--- src/rtl/afe_seq_ctrl.sv ---
// rtl/afe_seq_ctrl.sv - AFE mode sequencer: power-up/reset/enable ordering, TX drain, RX overflow count
module afe_seq_ctrl #(
  parameter int RST_CYCLES    = 16,
  parameter int WAKE_CYCLES   = 64,
  parameter int STOP_CYCLES   = 4,
  parameter int DRAIN_TIMEOUT = 1024,
  parameter int CNT_W         = 11
) (
  input  logic       rx_sclk_2x,
  input  logic       reset_n,
  input  logic [1:0] mode_req,
  input  logic       mode_strobe,
  input  logic       tx_fifo_empty,
  input  logic       rx_fifo_full,
  output logic       afe_reset,
  output logic       tx_en,
  output logic       rx_en,
  output logic       loopback,
  output logic       dp_reset_n,
  output logic [1:0] mode_cur,
  output logic       busy,
  output logic [7:0] ovf_cnt,
  output logic       drain_timeout
);

  typedef enum logic [2:0] {S_OFF, S_RESET, S_WAKE, S_RUN, S_DRAIN, S_STOP} state_t;

  localparam logic [1:0] M_OFF = 2'b00;
  localparam logic [1:0] M_RX  = 2'b01;
  localparam logic [1:0] M_TRX = 2'b10;
  localparam logic [1:0] M_LB  = 2'b11;

  localparam logic [CNT_W-1:0] RST_LOAD   = CNT_W'(RST_CYCLES - 1);
  localparam logic [CNT_W-1:0] WAKE_LOAD  = CNT_W'(WAKE_CYCLES - 1);
  localparam logic [CNT_W-1:0] STOP_LOAD  = CNT_W'(STOP_CYCLES - 1);
  localparam logic [CNT_W-1:0] DRAIN_LOAD = CNT_W'(DRAIN_TIMEOUT - 1);
  localparam logic [CNT_W-1:0] CNT_ONE    = CNT_W'(1);

  state_t           state_q, state_d;
  logic [CNT_W-1:0] cnt_q, cnt_d;
  logic [1:0]       target_q, target_d;
  logic [1:0]       mode_cur_q, mode_cur_d;
  logic             pend_q, pend_d;
  logic [1:0]       pend_mode_q, pend_mode_d;
  logic [7:0]       ovf_cnt_q, ovf_cnt_d;
  logic             drain_to_q, drain_to_d;
  logic             afe_reset_q, afe_reset_d;
  logic             tx_en_q, tx_en_d;
  logic             rx_en_q, rx_en_d;
  logic             loopback_q, loopback_d;
  logic             dp_reset_n_q, dp_reset_n_d;

  logic tx_empty_s1_q, tx_empty_s2_q;
  logic rx_full_s1_q, rx_full_s2_q, rx_full_prev_q;
  logic rx_full_rise;
  logic reset_entry;

  assign rx_full_rise = rx_full_s2_q & ~rx_full_prev_q;
  assign reset_entry  = (state_d == S_RESET) && (state_q != S_RESET);

  always_comb begin
    state_d     = state_q;
    cnt_d       = (cnt_q != '0) ? cnt_q - CNT_ONE : cnt_q;
    target_d    = target_q;
    mode_cur_d  = mode_cur_q;
    pend_d      = pend_q;
    pend_mode_d = pend_mode_q;
    drain_to_d  = drain_to_q;
    ovf_cnt_d   = ovf_cnt_q;

    case (state_q)
      S_OFF: begin
        if (pend_q) begin
          pend_d = 1'b0;
          if (pend_mode_q != M_OFF) begin
            state_d  = S_RESET;
            target_d = pend_mode_q;
            cnt_d    = RST_LOAD;
          end
        end
      end
      S_RESET: begin
        if (cnt_q == '0) begin
          state_d = S_WAKE;
          cnt_d   = WAKE_LOAD;
        end
      end
      S_WAKE: begin
        if (cnt_q == '0) begin
          state_d    = S_RUN;
          mode_cur_d = target_q;
        end
      end
      S_RUN: begin
        // pend is left set on a mode change so STOP knows where to go next
        if (pend_q) begin
          if (pend_mode_q == mode_cur_q) begin
            pend_d = 1'b0;
          end else if (mode_cur_q == M_TRX || mode_cur_q == M_LB) begin
            state_d = S_DRAIN;
            cnt_d   = DRAIN_LOAD;
          end else begin
            state_d = S_STOP;
            cnt_d   = STOP_LOAD;
          end
        end
      end
      S_DRAIN: begin
        if (tx_empty_s2_q) begin
          state_d = S_STOP;
          cnt_d   = STOP_LOAD;
        end else if (cnt_q == '0) begin
          state_d    = S_STOP;
          cnt_d      = STOP_LOAD;
          drain_to_d = 1'b1;
        end
      end
      S_STOP: begin
        if (cnt_q == '0) begin
          mode_cur_d = M_OFF;
          pend_d     = 1'b0;
          if (pend_q && pend_mode_q != M_OFF) begin
            state_d  = S_RESET;
            target_d = pend_mode_q;
            cnt_d    = RST_LOAD;
          end else begin
            state_d = S_OFF;
          end
        end
      end
      default: state_d = S_OFF;
    endcase

    if (reset_entry) begin
      drain_to_d = 1'b0;
      ovf_cnt_d  = '0;
    end else if (rx_full_rise && (state_q == S_RUN || state_q == S_DRAIN) &&
                 (rx_en_q || loopback_q) && ovf_cnt_q != 8'hFF) begin
      ovf_cnt_d = ovf_cnt_q + 8'd1;
    end

    // A strobe landing on the consuming edge overrides the clear above
    if (mode_strobe) begin
      pend_d      = 1'b1;
      pend_mode_d = mode_req;
    end
  end

  always_comb begin
    afe_reset_d  = 1'b1;
    tx_en_d      = 1'b0;
    rx_en_d      = 1'b0;
    loopback_d   = 1'b0;
    dp_reset_n_d = 1'b0;
    case (state_d)
      S_WAKE, S_RUN, S_DRAIN: begin
        afe_reset_d  = 1'b0;
        rx_en_d      = (target_d == M_RX) || (target_d == M_TRX);
        tx_en_d      = (target_d == M_TRX);
        loopback_d   = (target_d == M_LB);
        dp_reset_n_d = (state_d != S_WAKE);
      end
      S_STOP:  afe_reset_d = 1'b0;
      default: afe_reset_d = 1'b1;
    endcase
  end

  always_ff @(posedge rx_sclk_2x or negedge reset_n) begin
    if (!reset_n) begin
      state_q        <= S_OFF;
      cnt_q          <= '0;
      target_q       <= M_OFF;
      mode_cur_q     <= M_OFF;
      pend_q         <= 1'b0;
      pend_mode_q    <= M_OFF;
      ovf_cnt_q      <= '0;
      drain_to_q     <= 1'b0;
      afe_reset_q    <= 1'b1;
      tx_en_q        <= 1'b0;
      rx_en_q        <= 1'b0;
      loopback_q     <= 1'b0;
      dp_reset_n_q   <= 1'b0;
      tx_empty_s1_q  <= 1'b1;
      tx_empty_s2_q  <= 1'b1;
      rx_full_s1_q   <= 1'b0;
      rx_full_s2_q   <= 1'b0;
      rx_full_prev_q <= 1'b0;
    end else begin
      state_q        <= state_d;
      cnt_q          <= cnt_d;
      target_q       <= target_d;
      mode_cur_q     <= mode_cur_d;
      pend_q         <= pend_d;
      pend_mode_q    <= pend_mode_d;
      ovf_cnt_q      <= ovf_cnt_d;
      drain_to_q     <= drain_to_d;
      afe_reset_q    <= afe_reset_d;
      tx_en_q        <= tx_en_d;
      rx_en_q        <= rx_en_d;
      loopback_q     <= loopback_d;
      dp_reset_n_q   <= dp_reset_n_d;
      tx_empty_s1_q  <= tx_fifo_empty;
      tx_empty_s2_q  <= tx_empty_s1_q;
      rx_full_s1_q   <= rx_fifo_full;
      rx_full_s2_q   <= rx_full_s1_q;
      rx_full_prev_q <= rx_full_s2_q;
    end
  end

  assign afe_reset     = afe_reset_q;
  assign tx_en         = tx_en_q;
  assign rx_en         = rx_en_q;
  assign loopback      = loopback_q;
  assign dp_reset_n    = dp_reset_n_q;
  assign mode_cur      = mode_cur_q;
  assign busy          = (state_q != S_OFF && state_q != S_RUN) || pend_q;
  assign ovf_cnt       = ovf_cnt_q;
  assign drain_timeout = drain_to_q;

endmodule

--- config.mk ---
export PLATFORM = sky130hd
export DESIGN_NAME = afe_seq_ctrl
export DESIGN_NICKNAME = d
export VERILOG_FILES = /design/src/rtl/afe_seq_ctrl.sv
export SDC_FILE = /design/constraint.sdc
export NUM_CORES = 1
export LEC_CHECK = 0
export CELL_PAD_IN_SITES_DETAIL_PLACEMENT = 1
export CELL_PAD_IN_SITES_GLOBAL_PLACEMENT = 2
export CORE_ASPECT_RATIO = 1.5
export CORE_MARGIN = 5
export CORE_UTILIZATION = 36
export CTS_BUF_LIST = sky130_fd_sc_hd__clkbuf_8 sky130_fd_sc_hd__clkbuf_16
export CTS_CLUSTER_DIAMETER = 40
export CTS_CLUSTER_SIZE = 25
export DETAILED_ROUTE_END_ITERATION = 8
export HOLD_SLACK_MARGIN = 0.12
export PLACE_DENSITY = 0.82
export SYNTH_ARGS = -nofsm -noshare
export SYNTH_HDL_FRONTEND = slang
export SYNTH_SLANG_ARGS = --single-unit
--- constraint.sdc ---
create_clock -name rx_sclk_2x -period 3.04 [get_ports rx_sclk_2x]
set_input_delay 0.912 -clock rx_sclk_2x [delete_from_list [all_inputs] [get_ports rx_sclk_2x]]
set_output_delay 0.912 -clock rx_sclk_2x [all_outputs]
set_load 0.01 [all_outputs]
* Word level (Yosys, flattened, before mapping)
Cells that the tools add are included.
** Cells by class
- $add $sub $neg :: 2
- Eq/ne operators :: 24
- Mux-type cells :: 48
- Bitwise gates (word level) :: 2
- Reduce and logical (&&, ||, !) cells :: 26
** Operator list (number)
- two-way mux 11 bit :: 10
- case mux 11 bit (5 select lines) :: 1
- two-way mux 3 bit :: 9
- case mux 3 bit (6 select lines) :: 1
- two-way mux 8 bit :: 2
- two-way mux 1 bit :: 15
- equality test 3 x 2 -> 1 bit (second input constant) :: 4
- equality test 3 bit (second input constant) :: 4
- two-way mux 2 bit :: 6
- logical NOT 11 bit :: 1
- nonzero test 11 bit :: 1
- subtractor 11 x 1 -> 11 bit (second input constant) :: 1
- two-way mux 10 bit :: 1
- nonzero test 2 bit :: 5
- adder 8 x 1 -> 8 bit (second input constant) :: 1
- equality test 2 bit (second input constant) :: 4
- != test 8 bit (second input constant) :: 1
- case mux 2 bit (2 select lines) :: 2
- equality test 3 x 1 -> 1 bit (second input constant) :: 2
- logical AND 1 bit :: 6
- != test 3 x 2 -> 1 bit (second input constant) :: 2
- AND reduction 3 bit :: 2
- logical OR 1 bit :: 5
- != test 2 bit (second input constant) :: 2
- other kinds (14) :: 14
** Storage, ports and cells
- Register bits after elaboration :: 40
- Input bits :: 7
- Output and inout bits :: 17
- Logic and storage cells :: 120

* Logic depth before layout (Yosys ltp)
Gate-level depths: netlist (run 1).
- Word-level depth :: 10
- Mapped depth :: 13
- Gate-level depth less buffers :: 11

* Worst setup path after synthesis (run 1)
No wires, ideal clock.
- Path kind :: reg-to-reg
- Start point :: register cnt_q[0]
- End point :: register cnt_q[0]
- Library setup time :: 125 ps
- Data arrival time :: 2257 ps
- Data required time :: 2915 ps
- Slack :: 657 ps
- Stages on the path, launching flop included :: 12
- Cell sequence :: dfrtp_1 inv_1 ha_1 nor4b_2 and3_1 buf_4 inv_4 buf_2 ha_1 or3_1 o21ai_1 o21ai_1
** Between the ends
- Longest elaborated chain between the ends :: 5
- Elaborated cells on any way between the ends :: 14
** Ends and longest elaborated chain
- start, declared :: line 40 : logic [CNT_W-1:0] cnt_q, cnt_d;
- start signal, assigned :: line 190 : cnt_q <= cnt_d;
- subtractor 11 x 1 -> 11 bit or nonzero test 11 bit (tied branches) :: line 63 : cnt_d = (cnt_q != '0) ? cnt_q - CNT_ONE : cnt_q;
- two-way mux 11 bit :: line 63
- two-way mux 11 bit (on tied branches) (2 in a row)
- case mux 11 bit (5 select lines) * :: line 71 : case (state_q)
- named net cnt_d[0] :: line 40
Mark *: on every way through the listed nets, which the timed path passes. The rest lies on a longest branch.
A chain may end at the register's enable or synchronous reset.

* Final worst setup path (run 1)
- Start point :: register state_q[0]
- End point :: output busy
** Between the ends
- Longest elaborated chain between the ends :: 3
- Elaborated cells on any way between the ends :: 4
** Ends and longest elaborated chain
- start, declared :: line 39 : state_t state_q, state_d;
- start signal, assigned :: line 189 : state_q <= state_d;
- != test 3 x 2 -> 1 bit or nonzero test 3 bit (tied branches) :: line 216 : assign busy = (state_q != S_OFF && state_q != S_RUN) || pend_q;
- logical AND 1 bit * :: line 216
- logical OR 1 bit * :: line 216
- end, declared :: line 21 : output logic busy,
Mark *: on every way between the ends. The rest lies on a longest branch, timed or not.

==> flow_metrics.tcl, run 1 <==
set metrics [dict create \
    worst_slew_pin_slew_ns 0.922 \
    synthArstFlopShare_pct 100 \
    multi_input_area_um2 1350 \
    r2r-start "cnt_q[0]" \
    cts.repair.resized 0 \
    cts_tree "built" \
    netlist_area_um2 2450 \
    die_width_um 77.4 \
    pwr-share-seq_pct 32.8 \
    clk_pin_slew_ns 0.09 \
    ir_drop_mv 0.404 \
    crit_chain "inv_1, nor2_1, or2_2, or3_1, dlymetal6s2s_1" \
    synth_seq_cells 40 \
    via_per_inst 5.82 \
    min_from "tx_empty_s1_q" \
    end_kind "primary output" \
    port_buffers 23 \
    cts_inserted_buffers 5 \
    routedWlPerCell_um 18.9 \
    drc 0 \
    max_stage_delay_ns 0.42 \
    finalSetupViolCount 0 \
    critPathMaxFanout 5 \
    cp.required_ns 2.13 \
    nets 298 \
    synth-edff-count 0 \
    die_h_um 111 \
    clkPwrFrac_pct 19.7 \
    finalHoldViolCount 0 \
    yosysWarnings 0 \
    num_vias 2117 \
    ant_nets 0 \
    dp_hpwl_um 5220 \
    regArea_um2 1000 \
    gp_congestion 0.856 \
    grt_pass1_wl_um 11700 \
    dr.pass1.iters 4 \
    grt_max_degree 41 \
    ctsLongestPathBuffers 2 \
    cts_sinks 40 \
    p_leak_uw 0.00120 \
    switching_share_pct 41.9 \
    min_path_type "reg2reg" \
    clock_skew_ns 0.0111 \
    hold_buffers 0 \
    cp.arrival_ns 1.74 \
    diodes 0 \
    r2r_cells 10 \
    cp_num_buf_inv 2 \
    startpoint_type "flop" \
    stdcell_count 364 \
    fill_cells 801 \
    crit_family "simple AND/OR/NAND/NOR gates" \
    wl_um 6860 \
    switchingPower_uw 1020 \
    grt.overflow.total 0 \
    dpl.cell_count 356 \
    drive_gt1_share_pct 13.3 \
    synth.net_count 274 \
    final_util_pct 42.7 \
    drtIter0Drc 85 \
    combinationalPowerShare_pct 47.5 \
    period_share_pct 87.3 \
    initial_utilization_pct 36.3 \
    cts_root_buf "clkbuf_8" \
    syn_to_final_growth_pct 17.6 \
    hold_end "tx_empty_s2_q" \
    r2r_end "rx_en" \
    slew_headroom_pct 38.5 \
    syn_inst 261 \
    die_area_um2 8600 \
    grt_usage_pct 17.1 \
    ios 24 \
    core-area_um2 6760 \
    final_common_cell "dfrtp_1" \
    slew_violations 0 \
    ys_types 61 \
    layout_common_cells "37 x dfrtp_1, 23 x nor2_1, 21 x clkdlybuf4s50_1, 19 x nand2_1, 17 x a21oi_1" \
    ys_seq_area_share_pct 40.9 \
    placementRows 37 \
    cts_max_level 2 \
    path_class "reg2out" \
    holdWs_ns 0.347 \
    power.density_nw_per_um2 840 \
    whs_path_depth 0 \
    ys.flop_type "dfrtp_1" \
    drv_cap 0 \
    max_freq_mhz 377 \
    syn_area_per_cell_um2 9.40 \
    post-route-min-period_ns 2.65 \
    outcome "completed" \
    grt_pass1_vias 2330 \
    insertion_delay_ns 0.31 \
    crit_slowest_cell "dfrtp_1" \
    p_int_uw 1410 \
    tns_ns 0 \
    post_cts_buffers 0 \
    r2r_setup_slack_ns 0.62 \
    antenna_found_initial 0 \
    rsz0062_at_grt "false" \
]
==> logic make-up after synthesis <==
| kind of cell | synth area share (%) |
|---|---|
| adders and majority gates | 3.47 |
| and+or+nand+nor | 22.6 |
| AOI/OAI and AO/OA | 21.9 |
| DFF | 40.9 |
| buffers and inverters | 4.18 |
| muxes | 2.24 |
| xor gates and xnor gates | 4.64 |
==> sequential cells by signal, summed over array words and instances (netlist names), 2 cells and up <==
signal,flops
cnt_q,11
target_q,2
ovf_cnt,8
mode_cur,2
pend_mode_q,2
state_q,3
==> per-stage QoR <==
step,total power [uW],setup WS [ns],cell area [um^2]
final,2420,0.385,2890
after CTS,2450,0.0634,2880
after global routing,2620,0.290,2890
after global placement,1950,0.442,2760
after floorplan,1610,0.657,2450
after detailed placement,1970,0.417,2760
==> layout make-up <==
class	count	area share (%)
flip-flops and latches	40	34.8
clock inverters	2	1.34
multi-input cells	199	46.6
inverters	9	1.26
repair buffers	30	9.71
clock buffers	6	2.86
well taps	78	3.38
==> worst reg2reg max path, stage by stage (launching register included) <==
cell	delay, ns
dfrtp_1	0.42
inv_1	0.09
ha_1	0.22
nor4b_2	0.25
and3_1	0.30
inv_4	0.11
nor2_1	0.12
a21oi_1	0.05
o221ai_1	0.37
ha_1	0.32
nor2_1	0.10
==> cell usage after synthesis (2+ instances only) <==
cell type	n	area [um^2]
and3_1	5	31.3
nand4_1	4	25.0
o21a_1	6	45.0
and2_1	5	31.3
o22ai_1	3	18.8
nand3_1	11	55.1
o221a_2	2	22.5
or3_1	4	25.0
o31ai_1	4	30.0
nor2b_1	7	43.8
o21ai_0	13	65.1
mux2_2	2	22.5
o21ai_1	10	50.1
clkbuf_1	5	18.8
xor2_1	12	105
a2bb2oi_1	2	17.5
a21oi_1	17	85.1
o221ai_1	2	17.5
inv_1	8	30.0
nor4b_2	2	30.0
nand2_1	19	71.3
buf_2	5	25.0
ha_1	6	75.1
dfrtp_1	37	926
dfstp_2	3	78.8
nor3_1	5	25.0
o211ai_1	3	22.5
nand2b_1	4	25.0
nor2_1	23	86.3
==> how the worst max path moves through the flow <==
stage / start / endpoint / slack, ns / cells after the start
2_1_floorplan: cnt_q[0] / cnt_q[0] / 0.66 / 11
3_3_place_gp: state_q[0] / busy / 0.44 / 5
3_5_place_dp: state_q[0] / busy / 0.42 / 5
4_1_cts: state_q[0] / busy / 0.06 / 5
5_1_grt: state_q[0] / busy / 0.29 / 5
6_report: state_q[0] / busy / 0.39 / 5
==> layer usage <==
metal | wire length [um] | track usage [%] | part of all wire (%) | vias up
li1 | - | - | - | 995
met1 | 2700 | 18.5 | 39 | 1062
met4 | 267 | 9.06 | 3.9 | 0
met5 | 0 | 0 | 0 | -
met3 | 193 | 2.60 | 2.8 | 19
met2 | 3700 | 31.0 | 54 | 41
==> power by group through the flow <==
| stage | logic, uW | clock network, uW | registers (uW) |
|---|---|---|---|
| after floorplan | 847 | 0 | 760 |
| after global placement | 1150 | 0 | 799 |
| after detailed placement | 1160 | 0 | 807 |
| after CTS | 1170 | 488 | 797 |
| after global routing | 1290 | 515 | 812 |
| final | 1150 | 476 | 796 |
Note: power is estimated with default switching activity, not from simulation.
==> inputs of run 2 (changes only) <==
--- a/config.mk
+++ b/config.mk
@@ -14,6 +14,7 @@
 export CTS_CLUSTER_DIAMETER = 40
 export CTS_CLUSTER_SIZE = 25
 export DETAILED_ROUTE_END_ITERATION = 8
+export GPL_ROUTABILITY_DRIVEN = 1
 export HOLD_SLACK_MARGIN = 0.12
 export PLACE_DENSITY = 0.82
 export SYNTH_ARGS = -nofsm -noshare
==> constraint.sdc (replaced) <==
create_clock -name rx_sclk_2x -period 3.04 [get_ports rx_sclk_2x]
set_input_delay 0.912 -clock rx_sclk_2x [delete_from_list [all_inputs] [get_ports rx_sclk_2x]]
set_output_delay 0.912 -clock rx_sclk_2x [all_outputs]
set_load 0.1 [all_outputs]
==> run 2 against run 1 <==
Non-clock buffer count decreased by 3. Worst setup slack worse by 0.15 ns. Die area did not move. Critical endpoint unchanged. Cell count decreased by 0.82%. Cell area shrank 2.1%. Hold slack better by 0.019 ns.
==> flow_metrics.tcl, run 2 (synthesis results as in run 1) <==
set metrics [dict create \
    outcome "completed" \
    grt.overflow.total 0 \
    critPathMaxFanout 19 \
    period_share_pct 92.2 \
    slew_violations 0 \
    hold_end "rx_full_s2_q" \
    path_class "reg2out" \
    largest_reg_flops 11 \
    nets 295 \
    hold_buffers 0 \
    drive_gt1_share_pct 18.4 \
    cts_tree "built" \
    via_per_inst 5.83 \
    drtIter0Drc 109 \
    cts.repair.resized 0 \
    die_area_um2 8600 \
    grt_max_degree 41 \
    rsz0062_at_grt "false" \
    core-area_um2 6760 \
    antenna_found_initial 0 \
    finalHoldViolCount 0 \
    stdcell_count 361 \
    cp.required_ns 2.13 \
    drv_cap 0 \
    port_buffers 23 \
    die_width_um 77.4 \
    final_util_pct 41.8 \
    num_vias 2106 \
    end_kind "primary output" \
    ctsLongestPathBuffers 2 \
    insertion_delay_ns 0.30 \
    syn_to_final_growth_pct 15.1 \
    dr.pass1.iters 4 \
    fill_cells 789 \
    cts_sinks 40 \
    grt_pass1_wl_um 11500 \
    dp_hpwl_um 5290 \
    post_cts_buffers 0 \
    ant_nets 0 \
    min_from "rx_full_s1_q" \
    slew_headroom_pct 38.6 \
    clock_skew_ns 0.00713 \
    grt_pass1_vias 2296 \
    dpl.cell_count 353 \
    die_h_um 111 \
    clk_pin_slew_ns 0.09 \
    tns_ns 0 \
    r2r-start "cnt_q[0]" \
    min_path_type "reg2reg" \
    r2r_setup_slack_ns 0.40 \
    p_leak_uw 0.00121 \
    power.density_nw_per_um2 906 \
    routedWlPerCell_um 19.2 \
    setup_ws_ns 0.237 \
    post-route-min-period_ns 2.80 \
    largest-register "cnt_q" \
    gp_congestion 0.836 \
    cts_max_level 2 \
    grt_usage_pct 16.8 \
    r2r_end "cnt_q[0]" \
    ios 24 \
    initial_utilization_pct 36.3 \
    cp.arrival_ns 1.89 \
    final_common_cell "dfrtp_1" \
    worst_slew_pin_slew_ns 0.920 \
    whs_path_depth 0 \
    layout_common_cells "37 x dfrtp_1, 23 x nor2_1, 20 x buf_4, 19 x nand2_1, 17 x a21oi_1" \
    ir_drop_mv 0.381 \
    finalSetupViolCount 0 \
    startpoint_type "flop" \
    cts_root_buf "clkbuf_8" \
    drc 0 \
    dp_slack_ns 0.424 \
    max_freq_mhz 357 \
    wl_um 6950 \
    placementRows 37 \
    diodes 0 \
    cts_inserted_buffers 5 \
    power.total_uw 2560 \
    r2r_cells 10 \
]
## run 2: cell count changes in the layout (fill, tap and decap cells not counted), sizes merged
cell | previous run | this run
clkdlybuf4s50 | 21 | 5
buf | 8 | 22
clkbuf | 6 | 5
clkinv | 1 | 0
clkinvlp | 0 | 1
dlymetal6s2s | 1 | 0
inv | 9 | 10
## run 2: worst max-delay path, stage by stage, from the launching register on
cell and delay (ns):
dfrtp_1 0.36, buf_4 0.25, nor2b_1 0.12, or2_2 0.30
or3_1 0.37, buf_12 0.19
## run 2: where the power goes
group / leakage (uW) / internal (uW) / switching (uW)
registers: 0.000510 / 656 / 140
logic: 0.000650 / 473 / 836
clock network: 0.0000548 / 248 / 207
## run 2: cell type report
cell class,count,area [um^2],area share (%)
Inverter,9,36.3,1.28
Clock buffer,5,68.8,2.44
Clock inverter,3,46.3,1.64
Multi-Input combinational cell,199,1350,47.7
Sequential cell,40,1000,35.6
Tap cell,78,97.6,3.45
Timing Repair Buffer,27,225,7.97
## run 2: routing by layer
layer	up-vias	routed length (um)	global-route usage, %	part of all wire (%)
met3	15	211	2.76	3.0
li1	991	-	-	-
met5	-	0	0	0
met4	0	193	6.65	2.8
met1	1057	2650	18.1	38
met2	43	3900	31.6	56
## run 2: stage by stage
| stage | hold slack (ns) | cell area [um^2] |
|---|---|---|
| floorplan | 0.331 | 2450 |
| global placement | 0.345 | 2710 |
| detailed placement | 0.338 | 2710 |
| CTS | 0.369 | 2830 |
| global route | 0.375 | 2830 |
| finish | 0.367 | 2830 |
## run 2: how the worst max path moves through the flow
stage	from	to	slack [ns]
after global routing	state_q[0]	busy	0.16
after floorplan	state_q[0]	busy	0.43
after detailed placement	cnt_q[0]	cnt_q[0]	0.42
after CTS	state_q[0]	busy	0.23
after global placement	cnt_q[0]	cnt_q[0]	0.52
final	state_q[0]	busy	0.24
==> inputs of run 3 (changes only) <==
--- a/config.mk
+++ b/config.mk
@@ -15,6 +15,7 @@
 export CTS_CLUSTER_SIZE = 25
 export DETAILED_ROUTE_END_ITERATION = 8
 export GPL_ROUTABILITY_DRIVEN = 1
+export GPL_TIMING_DRIVEN = 0
 export HOLD_SLACK_MARGIN = 0.12
 export PLACE_DENSITY = 0.82
 export SYNTH_ARGS = -nofsm -noshare
==> constraint.sdc (replaced) <==
create_clock -name rx_sclk_2x -period 2.7 [get_ports rx_sclk_2x]
set_input_delay 0.81 -clock rx_sclk_2x [delete_from_list [all_inputs] [get_ports rx_sclk_2x]]
set_output_delay 0.81 -clock rx_sclk_2x [all_outputs]
set_load 0.1 [all_outputs]
==> run 3 against run 2 <==
Largest power group unchanged. Sequential share of layout area fell by 2.2 points. Non-clock buffer count grew 14. Register-to-register slack worse by 0.23 ns. Critical endpoint is now ovf_cnt[6]. Largest cell class unchanged.
==> flow_metrics.tcl, run 3 (synthesis results as in run 1) <==
set metrics [dict create \
    final_area_um2 3010 \
    syn_to_final_growth_pct 22.6 \
    cp_num_buf_inv 1 \
    cts_sinks 40 \
    largest_reg_flops 11 \
    outcome "completed" \
    cts_inserted_buffers 5 \
    die_width_um 77.4 \
    path_class "reg2out" \
    ant_nets 0 \
    slew_violations 0 \
    critPathMaxFanout 3 \
    tns_ns 0 \
    post-route-min-period_ns 2.65 \
    diodes 0 \
    r2r_setup_slack_ns 0.17 \
    grt_max_degree 23 \
    ir_drop_mv 0.447 \
    nets 309 \
    grt_pass1_vias 2334 \
    cts_max_level 2 \
    hold_end "rx_full_s2_q" \
    grt_pass1_wl_um 12200 \
    core-area_um2 6760 \
    setup_ws_ns 0.0545 \
    crit_chain "clkdlybuf4s50_1" \
    crit_slowest_cell "clkdlybuf4s50_1" \
    finalHoldViolCount 0 \
    fill_cells 787 \
    port_buffers 23 \
    min_from "rx_full_s1_q" \
    r2r-start "cnt_q[0]" \
    critical_path_depth 1 \
    dp_slack_ns -0.485 \
    wl_um 7320 \
    slew_headroom_pct 35.1 \
    period_share_pct 98.0 \
    grt_usage_pct 18.0 \
    end_kind "primary output" \
    clock_skew_ns 0.00582 \
    die_area_um2 8600 \
    worst_slew_pin_slew_ns 0.970 \
    dp_hpwl_um 5490 \
    drive_gt1_share_pct 16.8 \
    via_per_inst 5.71 \
    ios 24 \
    clk_pin_slew_ns 0.09 \
    layout_common_cells "37 x dfrtp_1, 22 x nor2_1, 19 x nand2_1, 17 x a21oi_1, 13 x o21ai_0" \
    cp.arrival_ns 1.84 \
    max_stage_delay_ns 1.14 \
    cp.required_ns 1.89 \
    grt.overflow.total 0 \
    cts_root_buf "clkbuf_8" \
    gp_congestion 0.839 \
    drtIter0Drc 87 \
    r2r_cells 12 \
    p_leak_uw 0.00132 \
    routedWlPerCell_um 19.5 \
    postPlaceCellArea_um2 2800 \
    whs_path_depth 0 \
    antenna_found_initial 0 \
    min_path_type "reg2reg" \
    hold_buffers 0 \
    die_h_um 111 \
    power.density_nw_per_um2 1010 \
    largest-register "cnt_q" \
    r2r_end "cnt_q[0]" \
    drv_cap 0 \
    startpoint "ovf_cnt[6]" \
    num_vias 2143 \
    drc 0 \
    initial_utilization_pct 36.3 \
    placementRows 37 \
    rsz0062_at_grt "false" \
    insertion_delay_ns 0.31 \
    finalSetupViolCount 0 \
    crit_family "buffers and inverters" \
    cts_tree "built" \
    dr.pass1.iters 4 \
    max_freq_mhz 378 \
    final_common_cell "dfrtp_1" \
    startpoint_type "flop" \
    ctsLongestPathBuffers 2 \
]
run 3: changes by cell type in the layout (fill, tap and decap cells not counted), sizes merged:
cell / change
buf: -7
dlymetal6s2s: +3
clkbuf: +5
clkdlybuf4s50: +6
dlygate4sd2: +7
run 3: worst max path at each step:
stage,end
2_1_floorplan,busy
3_3_place_gp,busy
3_5_place_dp,busy
4_1_cts,busy
5_1_grt,busy
6_report,ovf_cnt[6]
run 3: power breakdown:
group / switching [uW] / internal, uW / total, uW
combinational: 1010 / 626 / 1630
sequential: 126 / 738 / 864
clock: 251 / 279 / 530
run 3: worst reg2reg max path, stage by stage, from the launching register on:
cell and delay [ns]:
dfrtp_1 0.39, inv_1 0.09, ha_2 0.21, nor4b_4 0.27, and3_1 0.20, buf_4 0.17
inv_4 0.09, buf_4 0.20, ha_4 0.23, o21ai_0 0.14, o311ai_0 0.15, o22ai_1 0.17
o21ai_1 0.09
run 3: routing by layer:
metal | part of all wire (%) | wire length (um) | up-vias | global-route usage [%]
met5 | 0 | 0 | - | 0
met4 | 4.0 | 294 | 0 | 10.3
met3 | 3.6 | 267 | 17 | 3.82
met2 | 53 | 3870 | 51 | 31.8
met1 | 39 | 2890 | 1058 | 19.3
li1 | - | - | 1017 | -
run 3: final cells by class:
class	count	area [um^2]	share of cell area [%]
inverters	9	36.3	1.21
clock inverters	3	46.3	1.54
multi-input cells	199	1390	46.1
well taps	78	97.6	3.24
flip-flops and latches	40	1000	33.4
plain buffers	13	77.6	2.58
clock buffers	5	68.8	2.29
repair buffers	28	292	9.69
run 3: through the flow:
stage	util [%]	hold WS (ns)	power [uW]	instances
global placement	41.2	0.346	2380	362
floorplan	-	0.331	2000	261
finish	44.5	0.361	3030	375
global route	44.5	0.375	3250	375
CTS	43.6	0.365	2990	373
detailed placement	41.5	0.337	2410	363
run 3: what timing repair did:
| action | CTS | global route |
|---|---|---|
| cloned | 0 | 0 |
| endpoints found under the setup margin | 13 | 7 |
| buffers inserted | 2 | 2 |
| resized for setup | 19 | 13 |
| pin swaps | 1 | 4 |
